**src/rtl/count_display.sv**
```systemverilog
// rtl/count_display.sv - binary to BCD converter with multiplexed three-digit seven-segment display
// Double-dabble runs one bit per clock; display scans the committed bcd value.
module count_display #(
  parameter int N     = 8,
  parameter int DWELL = 50000
) (
  input  logic         clk,
  input  logic         rst,
  input  logic         valid,
  input  logic [N-1:0] count,
  output logic         busy,
  output logic [11:0]  bcd,
  output logic [6:0]   seg,
  output logic [2:0]   an
);

  localparam int RW = $clog2(DWELL);

  typedef enum logic [1:0] {IDLE, CONV, COMMIT} state_t;

  state_t       state, state_nx;
  logic [8:0]   sr;
  logic [11:0]  scratch;
  logic [3:0]   iter;
  logic [RW-1:0] refresh;
  logic [1:0]   sel;
  logic [3:0]   digit;
  logic         blank;

  // One double-dabble step: correct each digit, then shift in the next binary bit.
  function automatic logic [11:0] dabble_step(input logic [11:0] s, input logic b);
    logic [11:0] adj;
    for (int i = 0; i < 3; i++) begin
      adj[i*4 +: 4] = (s[i*4 +: 4] >= 4'd5) ? s[i*4 +: 4] + 4'd3 : s[i*4 +: 4];
    end
    return {adj[10:0], b};
  endfunction

  always_ff @(posedge clk or negedge rst) begin
    if (!rst) state <= IDLE;
    else      state <= state_nx;
  end

  always_comb begin
    state_nx = state;
    case (state)
      IDLE:    if (valid) state_nx = CONV;
      CONV:    if (iter == 4'(N - 1)) state_nx = COMMIT;
      COMMIT:  state_nx = IDLE;
      default: state_nx = IDLE;
    endcase
  end

  assign busy = (state != IDLE);

  // The captured value sits right-aligned, so bit N-1 is the next bit to feed in.
  always_ff @(posedge clk or negedge rst) begin
    if (!rst) begin
      sr      <= '0;
      scratch <= '0;
      iter    <= '0;
      bcd     <= '0;
    end else begin
      case (state)
        IDLE: if (valid) begin
          sr      <= 9'(count);
          scratch <= '0;
          iter    <= '0;
        end
        CONV: begin
          scratch <= dabble_step(scratch, sr[N-1]);
          sr      <= sr << 1;
          iter    <= iter + 4'd1;
        end
        COMMIT:  bcd <= scratch;
        default: ;
      endcase
    end
  end

  always_ff @(posedge clk or negedge rst) begin
    if (!rst) begin
      refresh <= '0;
      sel     <= 2'd0;
    end else if (refresh == RW'(DWELL - 1)) begin
      refresh <= '0;
      sel     <= (sel == 2'd2) ? 2'd0 : sel + 2'd1;
    end else begin
      refresh <= refresh + RW'(1);
    end
  end

  always_comb begin
    digit = bcd[3:0];
    blank = 1'b0;
    an    = 3'b110;
    case (sel)
      2'd1: begin
        digit = bcd[7:4];
        blank = (bcd[11:8] == 4'd0) && (bcd[7:4] == 4'd0);
        an    = 3'b101;
      end
      2'd2: begin
        digit = bcd[11:8];
        blank = (bcd[11:8] == 4'd0);
        an    = 3'b011;
      end
      default: ;
    endcase
  end

  always_comb begin
    seg = 7'b1111111;
    if (!blank) begin
      case (digit)
        4'd0: seg = 7'b1000000;
        4'd1: seg = 7'b1111001;
        4'd2: seg = 7'b0100100;
        4'd3: seg = 7'b0110000;
        4'd4: seg = 7'b0011001;
        4'd5: seg = 7'b0010010;
        4'd6: seg = 7'b0000010;
        4'd7: seg = 7'b1111000;
        4'd8: seg = 7'b0000000;
        4'd9: seg = 7'b0010000;
        default: seg = 7'b1111111;
      endcase
    end
  end

endmodule

```
**config.mk**
```make
export PLATFORM = sky130hd
export DESIGN_NAME = count_display
export DESIGN_NICKNAME = d
export VERILOG_FILES = /design/src/rtl/count_display.sv
export SDC_FILE = /design/constraint.sdc
export NUM_CORES = 1
export LEC_CHECK = 0
export ABC_AREA = 1
export ABC_CLOCK_PERIOD_IN_PS = 3990
export BUFFER_PORTS_ARGS = -buffer_cell sky130_fd_sc_hd__buf_4
export CORE_MARGIN = 2
export CORE_UTILIZATION = 57
export CTS_CLUSTER_SIZE = 8
export DETAILED_ROUTE_END_ITERATION = 10
export PLACE_DENSITY = 0.77
export SYNTH_ARGS = -nofsm -noshare
export SYNTH_HDL_FRONTEND = slang
export SYNTH_SLANG_ARGS = --single-unit
```
**constraint.sdc**
```tcl
create_clock -name clk -period 3.99 [get_ports clk]
set_input_delay 0.5985 -clock clk [delete_from_list [all_inputs] [get_ports clk]]
set_output_delay 0.5985 -clock clk [all_outputs]
set_load 0.03 [all_outputs]
```
## After elaboration in Yosys (flattened, before gate mapping)

Memory sizes are Yosys's and may differ from the RTL's.
Index checks and enable logic that the tools add are counted.
W data, S select, Z words.

| word-level totals | value |
|---|---|
| register bits after elaboration | 56 |
| memory bits (read-only) | 112 |
| bits of input ports | 11 |
| output and inout port bits | 23 |
| word-level logic and storage cells | 51 |
| memories | 1 |

| operators by class | value |
|---|---|
| add/subtract/negate cells | 6 |
| order comparisons | 3 |
| equality and inequality tests | 8 |
| multiplexer cells | 18 |
| reduce and logical (&&, ||, !) cells | 8 |

Memory list:

| name | words | bits a word | rd ports | clocked after memory_dff | wr ports | line | source |
|---|---|---|---|---|---|---|---|
| (name not given) | 16 | 7 | 1 | 0 | 0 | 115 | `case (digit)` |

Operators by type and width:

| operator | count |
|---|---|
| $pmux W12 S2 | 1 |
| $add A16 B1 Y16 const B | 1 |
| $eq A16 B16 Y1 const B | 1 |
| $mux W16 | 1 |
| $pmux W4 S2 | 2 |
| $pmux W8 S2 | 1 |
| $ge A4 B3 Y1 const B | 3 |
| $mux W12 | 1 |
| $mux W4 | 3 |
| $add A4 B2 Y4 const B | 2 |
| $logic_not A4 Y1 | 2 |
| $mux W8 | 1 |
| $mux W7 | 1 |
| $mux W2 | 3 |
| $pmux W3 S2 | 1 |
| $add A4 B1 Y4 const B | 1 |
| $eq A2 B1 Y1 const B | 2 |
| $eq A2 B2 Y1 const B | 2 |
| $eq A4 B3 Y1 const B | 1 |
| $ne A2 B2 Y1 const B | 2 |
| $pmux W2 S2 | 1 |
| $reduce_and A2 Y1 | 2 |
| $reduce_bool A2 Y1 | 2 |
| $add A3 B2 Y3 const B | 1 |
| 5 further kinds | 5 |

## Depth between registers and ports, before layout

| logic depth | value |
|---|---|
| depth after elaboration | 4 |
| gate-level depth with buffers | 11 |
| depth with buffers taken out | 11 |

## Least setup slack after synthesis

No wires, ideal clock.

| timing path | value |
|---|---|
| kind | register -> output |
| from | reg sel[0] |
| to | out seg[1] |
| data arrival time | 2.278 ns |
| required time | 3.391 ns |
| slack | 1.114 ns |
| cell stages (with the launch flop) | 9 |
| path buffers | 1 |
| cell sequence | dfrtp_1 inv_1 ha_1 buf_6 or2_4 nand2_4 inv_1 ha_1 o211ai_1 |

| between the ends | value |
|---|---|
| cells in the longest elaborated chain, start to end | 4 |
| elaborated cells between the ends (all ways) | 6 |
| those cells by class | eq/ne: 2; mux: 3; memory: 1 |

Ends and longest elaborated chain:

| item | line | source |
|---|---|---|
| start, declared | 26 | `logic [1:0] sel;` |
| start signal, assigned | 87 | `sel <= (sel == 2'd2) ? 2'd0 : sel + 2'd1;` |
| $eq A2 B2 Y1 or $eq A2 B1 Y1 (tied branches) | 97 | `case (sel)` |
| $pmux W4 S2 | 97 |  |
| $mem_v2 Z16 W7 | n/a |  |
| $mux W7 (*) | 114 | `if (!blank) begin` |
| end, declared | 13 | `output logic [6:0] seg,` |

Mark *: on every way between the ends. The rest lies on a longest branch, timed or not.

## Worst setup path in the final report

| timing path | value |
|---|---|
| from | reg sel[0] |
| to | out seg[3] |

Same word-level chain as after synthesis.

==> results.txt <==
* Outcome: finished clean
- On the final layout, the worst clock skew is about 0.0094 ns.
* Worst-path cell with the longest stage delay: ha_1
- Clock tree synthesis inserted a total of 5 buffers.
* Worst setup slack for register-to-register paths: 1.98 ns
* Clock tree buffer depth: 2
- Hold is met by roughly 0.31 ns.
- The path class of the tightest hold or removal check is in -> async.
* Diode count: 0
- Endpoint of the worst register-to-register path: scratch[1]
- Dividing the detail-routed wire length by the instance count gives 12.30 microns.
- Synthesized instance count: 381
* Max rail drop VDD: about 0.39 mV
- In this run the count of I/O pins placed on the die edge is 34.
- Data on the critical path is required at its endpoint by roughly 3.4 ns.
- Detailed-route DRC error count: 0
- Across every metal layer, demand over resource in global routing totals 21.19%.
* Proportion of register bits with asynchronous set or reset after synthesis: between 90% and 100%
- Delay of the slowest cell on the worst path: 0.45 ns
- Dividing the final minimum period by the clock period gives 75.60%.
- Achievable clock frequency: 331.5 MHz
* Average instance area after synthesis: 8.105 sq um
* Vias post-DR: between 2,000 and 3,000
* Flip-flop and latch count after synthesis: 56
- Total global routing overflow: 0
* Initial antenna violation count: 0
- Once detailed placement completed, the half-perimeter wirelength came to 4.388 mm.
- At the end of the flow, the number of nets in the layout was 440.
- The analysis attributes to cell leakage a power of approximately 1.7 nW.
* Number of iterations in the first detailed-routing pass: 4
- Among all flip-flop cells after synthesis, the most frequent one is dfrtp_1.
- Max Transition Viols Final: 0
* Total power divided by cell area: ~640 mW/mm^2
- Clock latency on the worst-skew pair, taken at its later pin, is about 0.30 ns.
* Cts-stage hold buffer count: 0
* Crit Path Max Fanout: 11
* Post_cts resized: 0
* Die extent in x: 77.61 microns
* Setup repair after global routing missed its margin: false
- Maximum number of pins on one net before global-route repair: 57
- For this block, the initial DRC count from the detailed router was 110.
- Placer's final routability congestion estimate: approximately 0.86
- Final setup vio count: 0
- The worst setup path is launched from a register.
- STA classifies the critical path endpoint as an output pin.
- Max-cap violations in this run came to 0.
- The via count of the first global-routing pass is around 2,400.
- Summed over all layers, the routed wires come to slightly below 6 mm.
- TritonCTS built the clock tree.
* Worst endpoint data arrival time: 2.42 ns
* First-pass GRT wire length: roughly 10 mm
- Final sum of negative setup slack: 0 ns
* Shortest clock period the worst path allows after layout: 3.016 ns
* Fraction of layout cells with a size suffix above 1: between 10% and 20%
- Max-slew headroom at the worst pin: 48.33%
- Post-CTS setup buffer count: 0
- Row cnt: 26
- Area added between synthesis and finish: 12.68%
- Yosys mapped a number of flops with a built-in enable equal to 0.
- R2r startpoint: state[0]
* Worst Reg2Reg Path Length in Cells: 6
- The mapped netlist covers 0.003088 sq mm.
- Number of library cell types mapped by synthesis: 34
- Most numerous cell on the critical path: nand2_1
* Number of input and output port buffers inserted: 33
* DIE AREA: 0.006023 sq mm
* CTS root buffer: clkbuf_8
- The Yosys step of the flow raised 0 warnings.
* Total number of H-tree levels: 2
* Post-Synthesis Net Count: 407
- Origin of the worst setup path: sel[0]
* Y dimension of the die: a little under 80 microns
- Sequential elements use a little under half of the synthesized area.
- In this run the remaining antenna-violating nets after routing total 0.
- Worst-margin pin slew: 0.7742 ns
- Crit Path Class: reg -> out
- Traced cell by cell, the critical path runs through inv_1 > ha_1 > or2_4 > nand2_4 > inv_1 > ha_1 > nand2_1 > nand2_1 > nand2_1 > nand2_1 > buf_4.
- Final hold viol count: 0
- Initial standard-cell utilization of the core: about three fifths
- The clock net in this run drives a total of 56 sinks.
* CTS clock-pin slew for the worst setup and hold paths: roughly 0.1 ns
- The core region is slightly above 0.005 sq mm.
* Average via count per standard cell: 5.188
[cell type report]
cell class              instances  area (sq um)
fillers                       426          1693
flip-flops and latches         56          1401
inverters                      53         200.2
multi-input cells             265          1446
clock inverters                 2         13.76
repair buffers                 33         247.7
clock buffers                   6         82.58
well taps                      70         87.58
[through the flow]
step                      power, W  setup WS, ns  cell area (sq um)  utilization (%)  cells
final                     0.002222        0.9737               3480            67.27    485
after global routing      0.002408        0.8061               3480            67.27    485
after CTS                 0.002238        0.9856               3480            67.27    485
after detailed placement  0.001907         1.326               3383            65.41    477
after global placement    0.001885         1.419               3383            65.41    477
after floorplan           0.001606         1.114               3088                -    381
[worst max-delay path: cells and delay by family (launching register included)]
family | cells | cell delay (ns)
buffers and inverters | 3 | 0.32
adders and majority gates | 2 | 0.74
DFF | 1 | 0.40
and+or+nand+nor | 6 | 0.65
[cells by family after synthesis]
| logic type | Yosys count | share of synthesized area [%] |
|---|---|---|
| xor+xnor | 10 | 2.836 |
| flops | 56 | 45.38 |
| fa+ha+maj | 15 | 6.078 |
| buf+inv | 60 | 7.779 |
| simple gates | 175 | 25.93 |
| compound gates | 65 | 11.99 |
[worst max-delay path by stage]
stage / slack, ns / end / depth (start not counted)
after floorplan: 1.11 / seg[1] / 8
after global placement: 1.42 / seg[3] / 11
after detailed placement: 1.33 / seg[3] / 11
after CTS: 0.99 / seg[3] / 11
after global routing: 0.81 / seg[3] / 11
final: 0.97 / seg[3] / 11
[layer usage]
metal	global-route usage [%]	vias to the layer above	wire, microns
li1	-	1297	-
met1	28.15	1176	2891
met2	36.21	39	2865
met3	3.140	4	175
met4	5.714	0	35
met5	0	-	0
[cells in the final DEF (no fill, tap or decap), drive strengths merged]
cell type	count
nand3b	1
ha	15
nor3	4
inv	53
o21bai	2
nand4	3
nor2	37
clkinv	2
nand2	92
dfrtp	56
o31ai	1
buf	33
a21oi	8
xor2	10
a22o	1
nand3	35
o211ai	4
o21ai	41
clkbuf	6
o22ai	5
a31oi	1
o221ai	2
or2	3
[sequential cells by signal (all words and copies together) (netlist names)]
name / flops
bcd: 12
sr: 8
scratch: 12
state: 2
refresh: 16
iter: 4
sel: 2
[report_power, final]
group,internal [W],switching (W)
Combinational,0.000384,0.000657
Clock,0.000142,0.000182
Sequential,0.000730,0.000126
Total,0.00126,0.000965
[Yosys cell counts, drive strengths merged (2+ instances only)]
cell / instances / area, sq um
a21oi: 8 / 40.04
buf: 6 / 36.28
dfrtp: 56 / 1401
ha: 15 / 187.7
inv: 52 / 195.2
nand2: 92 / 389.1
nand3: 35 / 185.2
nand4: 3 / 18.77
nor2: 37 / 156.4
nor3: 4 / 20.02
o211ai: 4 / 30.03
o21ai: 41 / 209.0
o21bai: 2 / 15.01
o221ai: 2 / 17.52
o22ai: 5 / 31.28
or2: 3 / 23.78
xor2: 10 / 87.58
Note: power is estimated with default switching activity, not from simulation.
